[src/rtl/piso_pkg.sv]
// piso_pkg: shared definitions for the PISO shift transmitter.
//   piso_state_e   - frame state encoding (IDLE, SHIFT, PARITY)
//   PISO_MAX_WIDTH - largest supported data word
//   clog2()        - bit-counter width for a given word width
package piso_pkg;

  localparam int unsigned PISO_MAX_WIDTH = 16;

  typedef enum logic [1:0] {
    ST_IDLE   = 2'd0,
    ST_SHIFT  = 2'd1,
    ST_PARITY = 2'd2
  } piso_state_e;

  // Bits needed to count 0..n-1; never less than one.
  function automatic int unsigned clog2(input int unsigned n);
    int unsigned r;
    r = 0;
    for (int unsigned i = 0; i < 32; i++) begin
      if ((32'd1 << r) < n) r = r + 1;
    end
    return (r == 0) ? 1 : r;
  endfunction

endpackage

[src/rtl/piso_shift_transmitter_bit_counter.sv]
// piso_bit_counter: frame bit counter for the PISO transmitter.
//   clk   - rising-edge clock
//   rst   - asynchronous active-high reset (count -> 0)
//   en_i  - advance the count by one
//   clr_i - force count to 0 (wins over en_i)
//   tc_o  - terminal count, high while count == WIDTH-1
module piso_bit_counter
  import piso_pkg::*;
#(
  parameter int WIDTH = 8
) (
  input  logic clk,
  input  logic rst,
  input  logic en_i,
  input  logic clr_i,
  output logic tc_o
);

  localparam int unsigned CntW = clog2(WIDTH);

  logic [CntW-1:0] cnt_q, cnt_d;

  always_comb begin
    cnt_d = cnt_q;
    if (clr_i) begin
      cnt_d = '0;
    end else if (en_i) begin
      cnt_d = cnt_q + 1'b1;
    end
  end

  always_ff @(posedge clk or posedge rst) begin
    if (rst) begin
      cnt_q <= '0;
    end else begin
      cnt_q <= cnt_d;
    end
  end

  assign tc_o = (cnt_q == CntW'(WIDTH - 1));

endmodule

[src/rtl/piso_shift_transmitter.sv]
// piso_shift_transmitter: 74LS165-style parallel-in serial-out framed
// transmitter. A start strobe in IDLE loads d; the word leaves MSB first on
// qh/qh_n, one bit per cycle not held by clk_inh. busy frames the transfer,
// done pulses for one cycle after the last bit.
//   clk, reset      - rising-edge clock, asynchronous active-high reset
//   start, d        - frame request and parallel word (sampled in IDLE)
//   ser             - fill bit shifted into the LSB on every shift
//   clk_inh         - freezes the frame in SHIFT/PARITY
//   qh, qh_n        - serial output and its complement
//   busy, done      - frame in progress / end-of-frame pulse
// Build option: define PISO_PARITY_EN to append an even-parity bit (XOR of
// the loaded word) after the data bits.
// DELAY is a simulation-only output delay and has no effect on this RTL's
// cycle behaviour; it is retained for drop-in compatibility.
module piso_shift_transmitter
  import piso_pkg::*;
#(
  parameter int DELAY = 10,
  parameter int WIDTH = 8
) (
  input  logic             clk,
  input  logic             reset,
  input  logic             start,
  input  logic [WIDTH-1:0] d,
  input  logic             ser,
  input  logic             clk_inh,
  output logic             qh,
  output logic             qh_n,
  output logic             busy,
  output logic             done
);

  if (WIDTH < 2 || WIDTH > int'(PISO_MAX_WIDTH) || DELAY < 0) begin : g_bad_params
    $error("piso_shift_transmitter: WIDTH must be 2..16 and DELAY >= 0");
  end

  piso_state_e      state_q, state_d;
  logic [WIDTH-1:0] sr_q, sr_d;
  logic             busy_q, busy_d;
  logic             done_q, done_d;
  logic             cnt_en, cnt_clr, cnt_tc;
`ifdef PISO_PARITY_EN
  logic             parity_q, parity_d;
`endif

  piso_bit_counter #(
    .WIDTH (WIDTH)
  ) u_bit_counter (
    .clk   (clk),
    .rst   (reset),
    .en_i  (cnt_en),
    .clr_i (cnt_clr),
    .tc_o  (cnt_tc)
  );

  // State register
  always_ff @(posedge clk or posedge reset) begin
    if (reset) begin
      state_q  <= ST_IDLE;
      sr_q     <= '1;
      busy_q   <= 1'b0;
      done_q   <= 1'b0;
`ifdef PISO_PARITY_EN
      parity_q <= 1'b0;
`endif
    end else begin
      state_q  <= state_d;
      sr_q     <= sr_d;
      busy_q   <= busy_d;
      done_q   <= done_d;
`ifdef PISO_PARITY_EN
      parity_q <= parity_d;
`endif
    end
  end

  // Next-state logic
  always_comb begin
    state_d  = state_q;
    sr_d     = sr_q;
    busy_d   = busy_q;
    done_d   = 1'b0;
    cnt_en   = 1'b0;
    cnt_clr  = 1'b0;
`ifdef PISO_PARITY_EN
    parity_d = parity_q;
`endif
    unique case (state_q)
      ST_IDLE: begin
        if (start) begin
          state_d  = ST_SHIFT;
          sr_d     = d;
          busy_d   = 1'b1;
          cnt_clr  = 1'b1;
`ifdef PISO_PARITY_EN
          parity_d = ^d;
`endif
        end
      end
      ST_SHIFT: begin
        if (!clk_inh) begin
          sr_d = {sr_q[WIDTH-2:0], ser};
          if (cnt_tc) begin
`ifdef PISO_PARITY_EN
            state_d = ST_PARITY;
`else
            state_d = ST_IDLE;
            busy_d  = 1'b0;
            done_d  = 1'b1;
`endif
          end else begin
            cnt_en = 1'b1;
          end
        end
      end
`ifdef PISO_PARITY_EN
      ST_PARITY: begin
        if (!clk_inh) begin
          state_d = ST_IDLE;
          busy_d  = 1'b0;
          done_d  = 1'b1;
        end
      end
`endif
      default: begin
        state_d = ST_IDLE;
        busy_d  = 1'b0;
      end
    endcase
  end

  // Output logic: every output is a direct function of registered state.
  always_comb begin
    qh = sr_q[WIDTH-1];
`ifdef PISO_PARITY_EN
    if (state_q == ST_PARITY) qh = parity_q;
`endif
    qh_n = ~qh;
    busy = busy_q;
    done = done_q;
  end

endmodule

[config.mk]
export PLATFORM = sky130hd
export DESIGN_NAME = piso_shift_transmitter
export DESIGN_NICKNAME = d
export VERILOG_FILES = /design/src/rtl/piso_pkg.sv /design/src/rtl/piso_shift_transmitter_bit_counter.sv /design/src/rtl/piso_shift_transmitter.sv
export SDC_FILE = /design/constraint.sdc
export NUM_CORES = 1
export LEC_CHECK = 0
export BUFFER_PORTS_ARGS = -buffer_cell sky130_fd_sc_hd__clkbuf_2
export CORE_AREA = 5 5 42 44
export CTS_CLUSTER_SIZE = 10
export DETAILED_ROUTE_END_ITERATION = 8
export DIE_AREA = 0 0 47 49
export GPL_TIMING_DRIVEN = 0
export PLACE_DENSITY = 0.85
export SLEW_MARGIN = 20
export SYNTH_ARGS = -nofsm -noshare
export SYNTH_HDL_FRONTEND = slang
export SYNTH_HIERARCHICAL = 1
export SYNTH_SLANG_ARGS = --single-unit
[constraint.sdc]
create_clock -name clk -period 2.5 [get_ports clk]
set_input_delay 0.125 -clock clk [delete_from_list [all_inputs] [get_ports clk]]
set_output_delay 0.125 -clock clk [all_outputs]
set_load 0.02 [all_outputs]
**Yosys cells after proc, flatten, opt, wreduce, memory -nomap -nowiden**

Cells that the tools add are included.

- Reductions and logical operators: 5
- Add/subtract/negate cells: 1
- Bitwise logic cells: 1
- Multiplexer cells: 21
- Equality and inequality tests: 5

Operator list:

| cell | number |
|---|---|
| $mux W8 | 2 |
| $pmux W8 S2 | 1 |
| $mux W1 | 11 |
| $mux W2 | 3 |
| $mux W3 | 2 |
| $ne A2 B2 Y1 const B | 3 |
| $reduce_and A3 Y1 | 2 |
| $pmux W2 S2 | 1 |
| $reduce_bool A2 Y1 | 2 |
| $add A3 B1 Y3 const B | 1 |
| $eq A3 B3 Y1 const B | 1 |
| $eq A2 B1 Y1 const B | 1 |
| $logic_not A2 Y1 | 1 |
| $pmux W1 S2 | 1 |
| $not A1 Y1 | 1 |

- Input bits: 13
- Logic and storage cells: 38
- Register bits after elaboration: 15
- Output and inout bits: 4

**Logic depth before layout (Yosys ltp)**

Gate-level depths: netlist (run 1).

- Word-level depth: 6
- Gate-level depth with buffers: 5
- Depth with buffers taken out: 5

**Cells and area by module**

Netlist (run 1), hierarchy kept.

By module, submodules not included:

| module | sequential area each (um^2) | cells each | times used | area each (um^2) |
|---|---|---|---|---|
| piso_shift_transmitter | 260.2 | 50 | 1 | 509.2 |
| piso_bit_counter | 75.1 | 12 | 1 | 143.9 |

**Worst setup path before layout (run 1)**

OpenSTA, ideal clock, no wires.

- Path kind: register -> register
- Start: register u_bit_counter.cnt_q[0]
- End: register u_bit_counter.cnt_q[1]
- Data required time: 2.381 ns
- Arrival: 1.230 ns
- Setup time: 0.119 ns
- Cell stages (with the launch flop): 6
- Path buffers: 0
- Slack: 1.152 ns
- Period minus slack after synthesis: 1.348 ns
- Path through: dfrtp_1 -> ha_1 -> ha_1 -> nor2_1 -> mux2i_1 -> nor2_1

- Longest elaborated chain between the ends: 5
- Elaborated cells between the ends (all ways): 8
- Classes of those cells: add/sub: 1; eq/ne: 1; mux: 5; reduce/logical: 1

Ends and longest elaborated chain:

| item | RTL line | text |
|---|---|---|
| start: declaration | piso_shift_transmitter_bit_counter.sv:21 | `logic [CntW-1:0] cnt_q, cnt_d;` |
| start signal: assignment | piso_shift_transmitter_bit_counter.sv:36 | `cnt_q <= cnt_d;` |
| $eq A3 B3 Y1 | piso_shift_transmitter_bit_counter.sv:40 | `assign tc_o = (cnt_q == CntW'(WIDTH - 1));` |
| net cnt_tc | piso_shift_transmitter.sv:41 | `logic cnt_en, cnt_clr, cnt_tc;` |
| $mux W1 | piso_shift_transmitter.sv:103 | `if (cnt_tc) begin` |
| $mux W1 | piso_shift_transmitter.sv:101 | `if (!clk_inh) begin` |
| $mux W1 | piso_shift_transmitter.sv:88 | `unique case (state_q)` |
| net cnt_en | piso_shift_transmitter.sv:41 |  |
| $reduce_bool A2 Y1 (no source line) | - |  |

The timed path passes the listed nets, and every way through them passes these cells. The select of a mux whose other input is x is not followed.
A chain may end at the register's enable or synchronous reset.

**Worst setup path after layout (run 1)**

Ends and elaborated chain as after synthesis.

==> results of run 1 <==
layer usage:
metal / track usage, % / up-vias
met4: 9.68 / 0
met3: 2.21 / 5
met1: 14.8 / 233
met2: 17.9 / 13
met5: 0 / -
li1: - / 248
critical path, cell delays in order, from the launching register on:
cell and delay [ps]:
dfrtp_1 400, ha_1 210, ha_1 190, nor2_1 290, mux2i_1 240, nor2_1 60
cell families after synthesis:
group | Yosys count | share of synthesized area [%]
and+or+nand+nor | 15 | 12.6
muxes | 5 | 7.66
AOI/OAI and AO/OA | 17 | 16.5
adders and majority gates | 2 | 3.83
DFF | 13 | 51.3
xor gates and xnor gates | 1 | 1.34
buffers and inverters | 9 | 6.70
worst min path at each step:
stage	startpoint	slack, ps	endpoint	depth (start not counted)
final	d[6]	100	sr_q[6]	3
after global routing	d[6]	90	sr_q[6]	3
after CTS	d[6]	80	sr_q[6]	3
after detailed placement	reset	-5	u_bit_counter/cnt_q[1]	2
after global placement	reset	-10	u_bit_counter/cnt_q[0]	2
after floorplan	reset	-120	u_bit_counter/cnt_q[0]	1
cell type report:
| cell class | instances | area [um2] | share of cell area, % |
|---|---|---|---|
| buffer | 3 | 21.3 | 2.73 |
| tap | 16 | 20.0 | 2.57 |
| sequential | 13 | 335 | 43.0 |
| clock buffer | 4 | 26.3 | 3.37 |
| multi-input combinational | 40 | 274 | 35.2 |
| timing repair buffer | 15 | 80.1 | 10.3 |
| inverter | 6 | 22.5 | 2.89 |
stage by stage:
step,util [%],std cells,power [mW]
CTS,55.6,97,0.876
global route,55.6,97,0.938
floorplan,-,62,0.654
global placement,53.0,92,0.719
finish,55.6,97,0.865
detailed placement,53.0,92,0.742
Yosys cell counts (all sizes together):
master  instances
a211oi          3
a21o            3
a21oi           6
a22o            1
and2            1
buf             3
dfrtp           5
dfstp           8
ha              2
inv             6
mux2i           5
nand2           1
nand2b          2
nand3b          1
nor2            6
nor2b           4
o21ai           1
o22ai           3
xnor2           1
where the power goes:
group | leakage, nW | switching [mW] | internal [mW]
registers | 0.143 | 0.0584 | 0.351
logic | 0.243 | 0.174 | 0.154
clock network | 0.0150 | 0.0663 | 0.0619
state kept, by name (all words and copies together), names as in the netlist:
signal / cells
busy: 1
done: 1
sr_q: 8
u_bit_counter/cnt_q: 3
==> metrics.cfg, run 1 <==
[finish]
fillerInstances = 128
final_cell_mix = 14 x clkbuf_2, 8 x dfstp_2, 6 x inv_1, 6 x a21oi_1
fin_area_um2 = 779
layout.nets = 97
layout_commonest_cell = clkbuf_2
diodes = 0
drive_above_1_share_pct = 37.0
area_delta_synth_final_pct = 19.3

[timing]
slew_headroom_pct = 74.7
min_period_ps = 1490
slew_viol_final = 0
fmax_mhz = 669
fin_crit_sh_pct = 59.8
skew_ps = 2.30
worst_pin_slew_ps = 378
rsz0062_at_grt = false
finalSetupViolCount = 0
timing.final.ws_setup_ps = 1010
whs_ps = 96.4
fin_tns_setup_ps = 0
hold_violations = 0

[detailed_routing]
wl_met1_um = 544
drtAntennaViolNets = 0
vias = 499
drt-initial-drc-count = 8
dr_wl_met3_um = 76
drt-pass1-iter-count = 4
top_layer_used = met4
wl_per_cell_um = 12.8
post-route-drc-count = 0
wirelength_um = 1250
vias_per_cell = 5.14
routed-wl-met2_um = 582

[status]
status = finished, final reports clean

[yosys]
synth.distinct_cells = 22
synth-seq-cells = 13
ys_warn_count = 6
yosysTopAreaCell = dfstp_2
ys_seq_area_share_pct = 51.3
syn-num-nets = 77
ys_top_cells_by_area = dfstp_2 32%, dfrtp_1 19%, mux2i_1 7.7%
netlist.area_leader.share_pct = 32.2
postSynthAreaPerCell_um2 = 10.5
netlist_area_um2 = 653
synthCells = 62

[setup_path]
endpoint_kind = flip-flop
r2r_start = u_bit_counter/cnt_q[0]
worst_setup_path_start_kind = flip-flop
r2r_cells = 5
cp_max_fo = 3
r2r_slack_ps = 1010
arrival_ps = 1660
crit_start = u_bit_counter/cnt_q[0]
required_ps = 2670
critPathKind = flip-flop to flip-flop
endpoint = u_bit_counter/cnt_q[1]
r2r-end = u_bit_counter/cnt_q[1]

[die]
core.rowCount = 14
start_util_pct = 46.6
floorplan.core_area_um2 = 1400
die_h_um = 49
top_level_ports = 17
dieArea_um2 = 2300
die_w_um = 47

[cts]
clockBufferDepth = 2
clk_latency_ps = 280
cts_tree = yes
postCtsSetupRepairBufs = 0
postCtsResizedCells = 0
cts_max_level = 1
cts_hold_buf = 1
numCtsBuffers = 3
clock-root-buffer = clkbuf_4
clk_transition_reported_paths_ps = 70
clock_sinks = 13

[grt]
grt_pass1_wl_um = 1970
grt_pass1_vias = 483
antenna_found_initial = 0
overflow = 0
grt_usage_pct = 12.2
grt_max_degree = 11

[pwr]
leakage_nw = 0.401
worst_ir_drop_vdd_uv = 497
p_per_area_nw_per_um2 = 1110

[min_path]
holdCritPathClass = input pin to flip-flop

[placement]
pre_cts_ws_ps = 1040
placedInstanceArea_um2 = 743
portBuffers = 14
gp_congestion = 0.733
place_hpwl_um = 977

[run]
maxCapViolCount = 0

No activity file was read; power rests on OpenSTA's default activity.
==> run 2, diff against run 1 <==
Settings changed: ABC_AREA from default to 1, CORE_AREA 5 5 42 44 to default, CORE_MARGIN from default to 5, CORE_UTILIZATION from default to 50, DIE_AREA 0 0 47 49 to default.
Clock period 2.5 ns to 1.5 ns, I/O delays scaled along.
==> run 2 against run 1 <==
Clock power grew 70%. Core utilization increased by 8.1 points. Register-to-register slack lost 860 ps. Largest cell class unchanged. Largest power group unchanged.
==> metrics.cfg, run 2 <==
[yosys]
synth_fa_ha_area_share_pct = 3.55  ; -0.28 points
synth-simple-area-share_pct = 40.9  ; +28 points
netlist_area_um2 = 704  ; +7.9%
postSynthAreaPerCell_um2 = 7.74  ; -27%
synth_xor_area_share_pct = 0  ; -1.3 points
synth-seq-cells = 13  ; unchanged
synthTopCellsByCount = 46 x nand2_1, 11 x nand3_1, 8 x dfstp_2, 8 x inv_1, 5 x dfrtp_1
synth_compound_area_share_pct = 0  ; -16 points
ys_seq_area_share_pct = 47.6  ; -3.7 points
yosysTopAreaCell = dfstp_2
synth_edf_count = 0  ; unchanged
ys_top_cells_by_area = dfstp_2 30%, nand2_1 25%, dfrtp_1 18%
synthMuxAreaShare_pct = 0  ; -7.7 points
synthCells = 91  ; +47%
postSynth.asyncResetShare_pct = 100  ; unchanged
yosys.cell_count.top_type = nand2_1
netlist.area_leader.share_pct = 29.8  ; -2.3 points
synth_top_family_by_area = simple AND/OR/NAND/NOR gates
ys.flop_type = dfstp_2
ys_warn_count = 6  ; unchanged
synth.distinct_cells = 13  ; -41%
syn-num-nets = 106  ; +38%

[placement]
placedInstanceArea_um2 = 803  ; +8.1%
place_hpwl_um = 1030  ; +5.4%
place_inst = 122  ; +33%
gp_congestion = 0.744  ; +1.5%
portBuffers = 16  ; +2

[cts]
cts_tree = yes
clock-root-buffer = clkbuf_4
numCtsBuffers = 3  ; unchanged
clockBufferDepth = 2  ; unchanged
clock_sinks = 13  ; unchanged
cts_max_level = 1  ; unchanged
clk_latency_ps = 280  ; about the same
postCtsSetupRepairBufs = 0  ; unchanged
clk_transition_reported_paths_ps = 80  ; about the same

[die]
floorplan.core_area_um2 = 1320  ; -6.0%
dieArea_um2 = 2260  ; -1.9%
top_level_ports = 17  ; unchanged
die_w_um = 47.5  ; +1.1%
start_util_pct = 53.5  ; +6.9 points
die_h_um = 47.5  ; -3.0%
core.rowCount = 13  ; -1

[timing]
rsz0062_at_grt = false
worst_pin_slew_ps = 349  ; -29.8 ps
fin_tns_setup_ps = 0  ; unchanged
whs_ps = 60.2  ; -36.2 ps
slew_headroom_pct = 76.7  ; +2.0 points
finalSetupViolCount = 0  ; unchanged
fmax_mhz = 738  ; +10%
slew_viol_final = 0  ; unchanged
skew_ps = 2.37  ; +0.0706 ps
fin_crit_sh_pct = 90.3  ; +31 points
hold_violations = 0  ; unchanged
min_period_ps = 1360  ; -140 ps

[finish]
instances_no_fill = 127  ; +31%
layout_commonest_cell = nand2_1
area_delta_synth_final_pct = 19.2
final_cell_mix = 46 x nand2_1, 16 x clkbuf_2, 11 x nand3_1
top_regs = sr_q x8, u_bit_counter/cnt_q x3
regMostFlops = sr_q
drive_above_1_share_pct = 32.1  ; -4.9 points
layout.nets = 128  ; +32%
fin_area_um2 = 840  ; +7.7%
fillerInstances = 119  ; -7.0%
largest_reg_flops = 8  ; unchanged
diodes = 0  ; unchanged

[setup_path]
slowest_stage = dfrtp_1
endpoint_kind = flip-flop
worst_setup_path_start_kind = flip-flop
timing.critical_path.buf_inv = 0  ; unchanged
critical-path-top-delay-family = simple AND/OR/NAND/NOR gates
required_ps = 1680  ; -990 ps
r2r_cells = 6  ; +1
arrival_ps = 1530  ; -130 ps
crit_chain = ha_1 > ha_1 > nor2_1 > nor2_2 > nand2_1 > nand2_1
cp.depth = 6  ; +1
critPathKind = flip-flop to flip-flop
slowest_delay_ps = 400  ; about the same
cp_max_fo = 4  ; +1

[detailed_routing]
wl_per_cell_um = 11.1  ; -14%
drt-initial-drc-count = 13  ; +5
drt-pass1-iter-count = 4  ; unchanged
wirelength_um = 1410  ; +13%
vias_per_cell = 4.72  ; -8.2%
drtAntennaViolNets = 0  ; unchanged
post-route-drc-count = 0  ; unchanged
vias = 600  ; +20%

[grt]
overflow = 0  ; unchanged
grt_max_degree = 11  ; unchanged
use_met2_pct = 21.9  ; +4.1 points
met1_usage_pct = 19.6  ; +4.8 points
antenna_found_initial = 0  ; unchanged
grt_busiest_layer = met2
grt_usage_pct = 14.9  ; +2.7 points
grt_pass1_vias = 547  ; +13%
grt_pass1_wl_um = 2280  ; +16%
met3_usage_pct = 3.38  ; +1.2 points

[status]
status = finished, final reports clean

[run]
maxCapViolCount = 0  ; unchanged

[pwr]
worst_ir_drop_vdd_uv = 771  ; +55%
leakage_nw = 0.488  ; +22%
p_per_area_nw_per_um2 = 1620  ; +46%

[min_path]
holdCritPathClass = input pin to flip-flop
min_path_cells = 5  ; +2

-- run 2: changes by cell type after synthesis, moves of 2 or more --
cell and change:
a21oi_1 -6, nor2b_1 -4, a211oi_1 -3, nand3_1 +11, mux2i_1 -5, a21o_1 -3, nand2_1 +45, buf_2 -2
nor2_1 -3, inv_1 +2, nand2_4 +2, o22ai_1 -3
-- run 2: through the flow --
step / util (%) / worst slack, ps / total power, mW
after floorplan: - / 196 / 1.01
after global placement: 61.0 / 199 / 1.11
after detailed placement: 61.0 / 157 / 1.14
after CTS: 63.7 / 144 / 1.37
after global routing: 63.7 / 49.3 / 1.48
final: 63.7 / 145 / 1.36
-- run 2: final timing paths --
check / from / to / slack, ps
max in group asynchronous: reset / sr_q[5] / 890
hold / removal: d[1] / sr_q[1] / 60
hold reg to reg: u_bit_counter/cnt_q[2] / u_bit_counter/cnt_q[2] / 490
min in group asynchronous: reset / u_bit_counter/cnt_q[1] / 200
setup reg to reg: u_bit_counter/cnt_q[0] / u_bit_counter/cnt_q[1] / 140
setup / recovery: u_bit_counter/cnt_q[0] / u_bit_counter/cnt_q[1] / 140
-- run 2: layout make-up --
cell class	count	area [um2]	share of cell area, %
Timing Repair Buffer	17	90.1	10.7
Sequential cell	13	335	39.9
Tap cell	15	18.8	2.24
Multi-Input combinational cell	67	313	37.3
Inverter	9	33.8	4.02
Buffer	2	22.5	2.68
Clock buffer	4	26.3	3.13
-- run 2: layer usage --
metal	routed length [um]	vias up
met1	618	261
met2	669	17
met3	91	3
li1	-	319
met4	29	0
met5	0	-
-- run 2: kinds of logic (layout without fill, tap and decap cells) --
kind of cell	after synthesis	count (layout)
AND/OR/NAND/NOR	65	65
buffers and inverters	11	32
adder cells (fa/ha/maj)	2	2
flip-flops	13	13
-- run 2: what timing repair did --
action	4_1_cts	5_1_grt
hold buffers	1	0
gates resized for setup	0	0
endpoints found under the hold margin	5	0
-- run 2: worst register-to-register path, cell delays in order, from the launching register on --
cell and delay (ps):
dfrtp_1 400, ha_1 200, ha_1 190, nor2_1 260, nor2_2 80, nand2_1 70
nand2_1 50
-- run 2: power breakdown --
part,switching [mW],internal (mW),total (mW)
combinational,0.305,0.204,0.509
clock,0.114,0.103,0.217
sequential,0.0824,0.551,0.634
